### config.mk
export PLATFORM = sky130hd
export DESIGN_NAME = bu_buf_alloc
export DESIGN_NICKNAME = d
export VERILOG_FILES = /design/src/rtl/bu_buf_alloc.sv
export SDC_FILE = /design/constraint.sdc
export NUM_CORES = 1
export LEC_CHECK = 0
export CAP_MARGIN = 40
export CELL_PAD_IN_SITES_DETAIL_PLACEMENT = 0
export CELL_PAD_IN_SITES_GLOBAL_PLACEMENT = 1
export CORE_ASPECT_RATIO = 1.25
export CORE_UTILIZATION = 32
export DETAILED_ROUTE_END_ITERATION = 7
export PLACE_DENSITY_LB_ADDON = 0.05
export SLEW_MARGIN = 10
export SYNTH_ARGS = -nofsm -noshare
export SYNTH_HDL_FRONTEND = slang
export SYNTH_SLANG_ARGS = --single-unit
### constraint.sdc
create_clock -name clk -period 10 [get_ports clk]
set_input_delay 2 -clock clk [delete_from_list [all_inputs] [get_ports clk]]
set_output_delay 2 -clock clk [all_outputs]
set_load 0.02 [all_outputs]
### src/rtl/bu_buf_alloc.sv
// ---------------------------------------------------------------------------
// bu_buf_alloc
//   Slot allocator in front of the NOU buffer-slot register bank. A request
//   carrying a byte size starts a scan of the bank, one slot per cycle from
//   index 0. The first FREE slot whose size is large enough is marked BUSY
//   through the shared slot write bus. Its index/address/size is then
//   returned on a valid/ready response. Single-cycle free commands return
//   BUSY slots to FREE; an illegal free raises a one-cycle error pulse.
//
// Ports
//   clk, rst                  clock, synchronous active-high reset
//   alloc_req_vld/rdy/size    allocation request (valid/ready)
//   alloc_rsp_vld/rdy         allocation response (valid/ready)
//   alloc_rsp_ok/idx/addr/size  grant result, payload zero on a miss
//   free_vld, free_idx        free command, no backpressure
//   free_err                  pulse one cycle after an illegal free
//   slot_wr_en                one-hot write strobe into the slot bank
//   slot_status/addr/size     shared write data for the slot bank
//   slot_status_q/addr_q/size_q  flattened bank readback, slot i at [i*W +: W]
//   busy_cnt                  number of slots currently BUSY
// ---------------------------------------------------------------------------
module bu_buf_alloc #(
  parameter int SLOT_NUM = 8,
  parameter int STATUS_W = 2,
  parameter int ADDR_W   = 16,
  parameter int SZ_W     = 12,
  localparam int IDX_W   = $clog2(SLOT_NUM),
  localparam int CNT_W   = $clog2(SLOT_NUM + 1)
) (
  input  logic                         clk,
  input  logic                         rst,
  input  logic                         alloc_req_vld,
  output logic                         alloc_req_rdy,
  input  logic [SZ_W-1:0]              alloc_req_size,
  output logic                         alloc_rsp_vld,
  input  logic                         alloc_rsp_rdy,
  output logic                         alloc_rsp_ok,
  output logic [IDX_W-1:0]             alloc_rsp_idx,
  output logic [ADDR_W-1:0]            alloc_rsp_addr,
  output logic [SZ_W-1:0]              alloc_rsp_size,
  input  logic                         free_vld,
  input  logic [IDX_W-1:0]             free_idx,
  output logic                         free_err,
  output logic [SLOT_NUM-1:0]          slot_wr_en,
  output logic [STATUS_W-1:0]          slot_status,
  output logic [ADDR_W-1:0]            slot_addr,
  output logic [SZ_W-1:0]              slot_size,
  input  logic [SLOT_NUM*STATUS_W-1:0] slot_status_q,
  input  logic [SLOT_NUM*ADDR_W-1:0]   slot_addr_q,
  input  logic [SLOT_NUM*SZ_W-1:0]     slot_size_q,
  output logic [CNT_W-1:0]             busy_cnt
);

  localparam logic [STATUS_W-1:0] ST_FREE  = STATUS_W'(0);
  localparam logic [STATUS_W-1:0] ST_BUSY  = STATUS_W'(1);
  localparam logic [IDX_W-1:0]    LAST_IDX = IDX_W'(SLOT_NUM - 1);
  localparam logic [IDX_W:0]      SLOT_LIM = (IDX_W + 1)'(SLOT_NUM);

  typedef enum logic [1:0] {
    S_IDLE = 2'd0,
    S_SCAN = 2'd1,
    S_RSP  = 2'd2
  } state_e;

  state_e              state_r;
  logic [IDX_W-1:0]    ptr_r;
  logic [SZ_W-1:0]     req_size_r;
  logic                rsp_vld_r;
  logic                rsp_ok_r;
  logic [IDX_W-1:0]    rsp_idx_r;
  logic [ADDR_W-1:0]   rsp_addr_r;
  logic [SZ_W-1:0]     rsp_size_r;
  logic                free_err_r;
  logic [CNT_W-1:0]    busy_cnt_r;

  logic [STATUS_W-1:0] ptr_status_s;
  logic [ADDR_W-1:0]   ptr_addr_s;
  logic [SZ_W-1:0]     ptr_size_s;
  logic                free_in_range_s;
  logic [IDX_W-1:0]    free_sel_s;
  logic [STATUS_W-1:0] free_status_s;
  logic [ADDR_W-1:0]   free_addr_s;
  logic [SZ_W-1:0]     free_size_s;
  logic                free_ok_s;
  logic                scan_run_s;
  logic                grant_s;
  logic [SLOT_NUM-1:0] wr_en_s;
  logic [STATUS_W-1:0] wr_status_s;
  logic [ADDR_W-1:0]   wr_addr_s;
  logic [SZ_W-1:0]     wr_size_s;

  // Readback of the slot under the scan pointer.
  assign ptr_status_s = slot_status_q[ptr_r*STATUS_W +: STATUS_W];
  assign ptr_addr_s   = slot_addr_q[ptr_r*ADDR_W +: ADDR_W];
  assign ptr_size_s   = slot_size_q[ptr_r*SZ_W +: SZ_W];

  // An out-of-range free index is redirected to slot 0 so the readback
  // select always stays inside the bank; legality is decided separately.
  assign free_in_range_s = ({1'b0, free_idx} < SLOT_LIM);
  assign free_sel_s      = free_in_range_s ? free_idx : {IDX_W{1'b0}};
  assign free_status_s   = slot_status_q[free_sel_s*STATUS_W +: STATUS_W];
  assign free_addr_s     = slot_addr_q[free_sel_s*ADDR_W +: ADDR_W];
  assign free_size_s     = slot_size_q[free_sel_s*SZ_W +: SZ_W];

  assign free_ok_s  = !rst && free_vld && free_in_range_s && (free_status_s == ST_BUSY);
  // Any free command owns the write bus for its cycle, so the scan holds.
  assign scan_run_s = !rst && (state_r == S_SCAN) && !free_vld;
  assign grant_s    = scan_run_s && (req_size_r != {SZ_W{1'b0}}) &&
                      (ptr_status_s == ST_FREE) && (ptr_size_s >= req_size_r);

  // Shared slot write bus: a legal free or a grant, never both in one cycle.
  always_comb begin
    wr_en_s     = {SLOT_NUM{1'b0}};
    wr_status_s = {STATUS_W{1'b0}};
    wr_addr_s   = {ADDR_W{1'b0}};
    wr_size_s   = {SZ_W{1'b0}};
    if (free_ok_s) begin
      wr_en_s[free_idx] = 1'b1;
      wr_status_s       = ST_FREE;
      wr_addr_s         = free_addr_s;
      wr_size_s         = free_size_s;
    end else if (grant_s) begin
      wr_en_s[ptr_r] = 1'b1;
      wr_status_s    = ST_BUSY;
      wr_addr_s      = ptr_addr_s;
      wr_size_s      = ptr_size_s;
    end else begin
      wr_en_s = {SLOT_NUM{1'b0}};
    end
  end

  // Request/scan/response FSM with its registered outputs and counters.
  always_ff @(posedge clk) begin
    if (rst) begin
      state_r    <= S_IDLE;
      ptr_r      <= {IDX_W{1'b0}};
      req_size_r <= {SZ_W{1'b0}};
      rsp_vld_r  <= 1'b0;
      rsp_ok_r   <= 1'b0;
      rsp_idx_r  <= {IDX_W{1'b0}};
      rsp_addr_r <= {ADDR_W{1'b0}};
      rsp_size_r <= {SZ_W{1'b0}};
      free_err_r <= 1'b0;
      busy_cnt_r <= {CNT_W{1'b0}};
    end else begin
      free_err_r <= free_vld && !free_ok_s;
      if (free_ok_s) begin
        busy_cnt_r <= busy_cnt_r - CNT_W'(1);
      end else if (grant_s) begin
        busy_cnt_r <= busy_cnt_r + CNT_W'(1);
      end else begin
        busy_cnt_r <= busy_cnt_r;
      end
      case (state_r)
        S_IDLE: begin
          if (alloc_req_vld) begin
            req_size_r <= alloc_req_size;
            ptr_r      <= {IDX_W{1'b0}};
            state_r    <= S_SCAN;
          end
        end
        S_SCAN: begin
          if (free_vld) begin
            ptr_r <= ptr_r;
          end else if (grant_s) begin
            rsp_vld_r  <= 1'b1;
            rsp_ok_r   <= 1'b1;
            rsp_idx_r  <= ptr_r;
            rsp_addr_r <= ptr_addr_s;
            rsp_size_r <= ptr_size_s;
            state_r    <= S_RSP;
          end else if ((req_size_r == {SZ_W{1'b0}}) || (ptr_r == LAST_IDX)) begin
            rsp_vld_r  <= 1'b1;
            rsp_ok_r   <= 1'b0;
            rsp_idx_r  <= {IDX_W{1'b0}};
            rsp_addr_r <= {ADDR_W{1'b0}};
            rsp_size_r <= {SZ_W{1'b0}};
            state_r    <= S_RSP;
          end else begin
            ptr_r <= ptr_r + IDX_W'(1);
          end
        end
        S_RSP: begin
          if (alloc_rsp_rdy) begin
            rsp_vld_r <= 1'b0;
            state_r   <= S_IDLE;
          end
        end
        default: begin
          rsp_vld_r <= 1'b0;
          state_r   <= S_IDLE;
        end
      endcase
    end
  end

  assign alloc_req_rdy  = (state_r == S_IDLE) && !rst;
  assign alloc_rsp_vld  = rsp_vld_r;
  assign alloc_rsp_ok   = rsp_ok_r;
  assign alloc_rsp_idx  = rsp_idx_r;
  assign alloc_rsp_addr = rsp_addr_r;
  assign alloc_rsp_size = rsp_size_r;
  assign free_err       = free_err_r;
  assign slot_wr_en     = wr_en_s;
  assign slot_status    = wr_status_s;
  assign slot_addr      = wr_addr_s;
  assign slot_size      = wr_size_s;
  assign busy_cnt       = busy_cnt_r;

endmodule
==> summary.txt <==
Placement
  • Post-DP Area: roughly 10000 sq um
  • Final Wtd Congestion: 0.869
  • Hpwl dp: ~24 mm
  • IO buf count: 335
  • Placed Cells: between 1000 and 1500

Pwr
  • Static leakage: between 0.003 and 0.004 uW
  • Power per Cell Area: a little under 80 nW/um^2
  • Maximum vdd drop: between 0.06 and 0.07 mV

Worst setup path
  • Crit path required time: about 8.0 ns
  • Startpoint class of the critical path: primary input
  • Crit path capture type: output port
  • Worst-path maximum fanout: 28
  • FF-to-FF setup slack: around 5.4 ns
  • Critical path class: primary input to output port
  • Worst EP arrival: 6.31 ns

Floorplanning
  • Die W: 131 um
  • # rows: between 50 and 60
  • DIE AREA: 21300 sq um
  • Chip height: around 160 um
  • Initial Util: around a third
  • CORE AREA: just over 20000 sq um
  • Num ports: between 300 and 400

Timing
  • Fmax: 120 MHz
  • Final Hold Viols: 0
  • Period utilization: between 80 and 90%
  • Hold_ws: ~0.47 ns
  • Tmin final: ~8.3 ns
  • Slew HR: about two fifths
  • Worst Max-Slew Pin Slew: about 0.9 ns
  • Setup_tns: 0 ns
  • Clk_skew: between 0.01 and 0.015 ns
  • Slew Limit Fails: 0
  • Setup-failing EPs final: 0
  • RSZ-0062 raised after global routing: no

Detailed routing
  • Total wire length: approximately 31 mm
  • Vias: 7448
  • Antenna-violating nets left: 0
  • TritonRoute pass-1 iters: 5
  • Post-route DRC violation count: 0
  • Vias/cell: approximately 5.8
  • Avg WL per Cell: between 20 and 25 um
  • Initial DRC Count: between 500 and 600

GRT
  • Vias in the first global route: between 7000 and 8000
  • Grt ovf: 0
  • Largest net degree at the start of global routing: 68
  • Initial antenna violation count: 9
  • First-pass GRT wire length: 45.8 mm
  • Total track usage: 29.3%

Logic synthesis
  • Top area cells in the synthesized netlist: mux4_2 (25%), dfxtp_1 (17%), mux2i_1 (6.9%)
  • Post-synth cell types: 57
  • Syn nets: slightly below 1000
  • Number of synthesized register bits: 55
  • Synth Cell Area: ~6600 sq um
  • Yosys top cell by area: mux4_2
  • Cell with the most instances after synthesis: mux4_2
  • Gate Count Post-Synth: ~720
  • Main synth FF type: dfxtp_1
  • Sequential fraction of the synthesis area: 16.6%
  • Post-synth top cells: mux4_2 (74), dfxtp_1 (55), a21oi_1 (51)
  • Mapped Avg Cell Area: just over 9 sq um
  • Synth warn: 0
  • Share of the synthesized area in the top cell type: between 20% and 30%
  • Post-synth EDFFs: 0
  • Post-synth ARST share: 0%

Layout
  • Area Overhead vs Synth: 56.4%
  • Total Nets Final: 1283
  • Final core occ: around 51%
  • Fraction of layout cells with a size suffix above 1: 16.2%
  • Post-Layout Cell Count: around 1300
  • Fillers: 1919
  • Final instance area: 10400 sq um

Clocking
  • Clock Sinks: between 50 and 60
  • H-tree levels: 2
  • Max Root-Sink Buffers: 2
  • Clk pin slew, worst setup/hold paths: about 0.080 ns
  • Clk_lat worst skew: between 0.3 and 0.4 ns
  • CTS tree: yes
  • Post-cts resize count: 0
  • Total CTS buffers: 5
  • Clk Tree Root Cell: clkbuf_16
  • Post-CTS Hold Fix Bufs: 0
  • Post-CTS Setup Bufs: 0

Worst hold path
  • Hold Path Class: register to register

Outcome
  • Status: finished clean

Run
  • Maxcap violations: 0
[metrics by stage]
stage,worst slack [ns],power (uW)
2_1_floorplan,3.29,431
3_3_place_gp,1.76,610
3_5_place_dp,1.70,618
4_1_cts,1.68,817
5_1_grt,1.47,851
6_report,1.69,812
[cell families (layout without fill, tap and decap cells)]
family,count (synthesis),in the layout,share of synthesized area [%]
xor gates and xnor gates,1,1,0.132
other,1,8,0.0565
DFF,55,55,16.6
muxes,153,153,37.7
AOI/OAI and AO/OA,215,215,22.7
and+or+nand+nor,168,168,12.2
buffers and inverters,108,397,7.36
adders and majority gates,17,17,3.32
[report_power, final]
| part | switching (uW) | internal, uW | total (uW) |
|---|---|---|---|
| Combinational | 167 | 210 | 377 |
| Clock | 103 | 95.8 | 199 |
| Sequential | 9.80 | 226 | 236 |
[worst paths after layout]
kind / start / to / cells past startpoint
worst min register to register: alloc_rsp_ok$_SDFFE_PP0P_ / alloc_rsp_ok$_SDFFE_PP0P_ / 2
worst min-delay path: alloc_rsp_ok$_SDFFE_PP0P_ / alloc_rsp_ok$_SDFFE_PP0P_ / 2
worst max register to register: ptr_r[1]$_SDFFE_PP0P_ / busy_cnt[3]$_SDFFE_PP0P_ / 11
worst max-delay path: slot_size_q[93] / slot_size[11] / 11
[cells in the final DEF (no fill, tap or decap), types with 3 or more instances in the layout]
master,Yosys,final
diode_2,0,7
clkdlybuf4s50_1,0,331
o22ai_2,3,3
and2_1,3,3
a31oi_1,8,8
nand2_1,46,46
buf_16,0,4
mux4_2,74,74
o21ai_0,26,26
a22o_1,12,12
mux2i_1,46,46
nand2b_1,26,26
o21ai_1,8,7
a22oi_1,14,14
nor2_1,42,42
mux2_2,31,31
dfxtp_1,55,52
nor2b_1,9,8
o32ai_1,14,14
o2bb2ai_1,3,3
o211ai_1,4,4
clkbuf_16,0,5
o21ai_2,10,10
a32o_1,3,3
inv_1,35,35
a21o_1,6,6
o22ai_1,11,11
a21oi_1,51,51
nor4_1,3,3
a221oi_1,26,26
buf_4,1,15
ha_1,16,16
nand3_1,23,23
nor3_1,7,6
a211oi_1,4,4
[worst max-delay path, stage by stage]
cell and delay [ns]:
clkdlybuf4s50_1 0.42, mux4_2 0.46, mux2i_1 0.36, inv_1 0.09
ha_1 0.31, nand4_1 0.13, a211o_1 0.34, o21ai_4 0.72
nand2_4 0.40, o22ai_1 0.37, clkdlybuf4s50_1 0.66
[cell type report]
cell class,instances,area [sq um],share of cell area [%]
Inverter,37,139,1.34
Tap cell,270,338,3.26
Timing Repair Buffer,352,3560,34.3
Sequential cell,55,1110,10.7
Antenna cell,7,17.5,0.169
Clock buffer,5,125,1.21
Multi-Input combinational cell,555,5060,48.8
Clock inverter,3,27.5,0.265
[sequential cells by signal, indices dropped and copies added, names as in the netlist]
name and count:
state_r 2, busy_cnt 4, alloc_rsp_ok 1, alloc_rsp_addr 16
alloc_rsp_idx 3, ptr_r 3, alloc_rsp_vld 1, free_err 1
req_size_r 12, alloc_rsp_size 12
[routing by layer]
layer | GRT usage [%] | up-vias | routed length (um)
li1 | - | 3386 | -
met3 | 7.49 | 65 | 2720
met4 | 12.2 | 0 | 1120
met2 | 51.0 | 380 | 15800
met5 | 0 | - | 0
met1 | 33.6 | 3617 | 11700
Power figures use the tool's default switching activity.
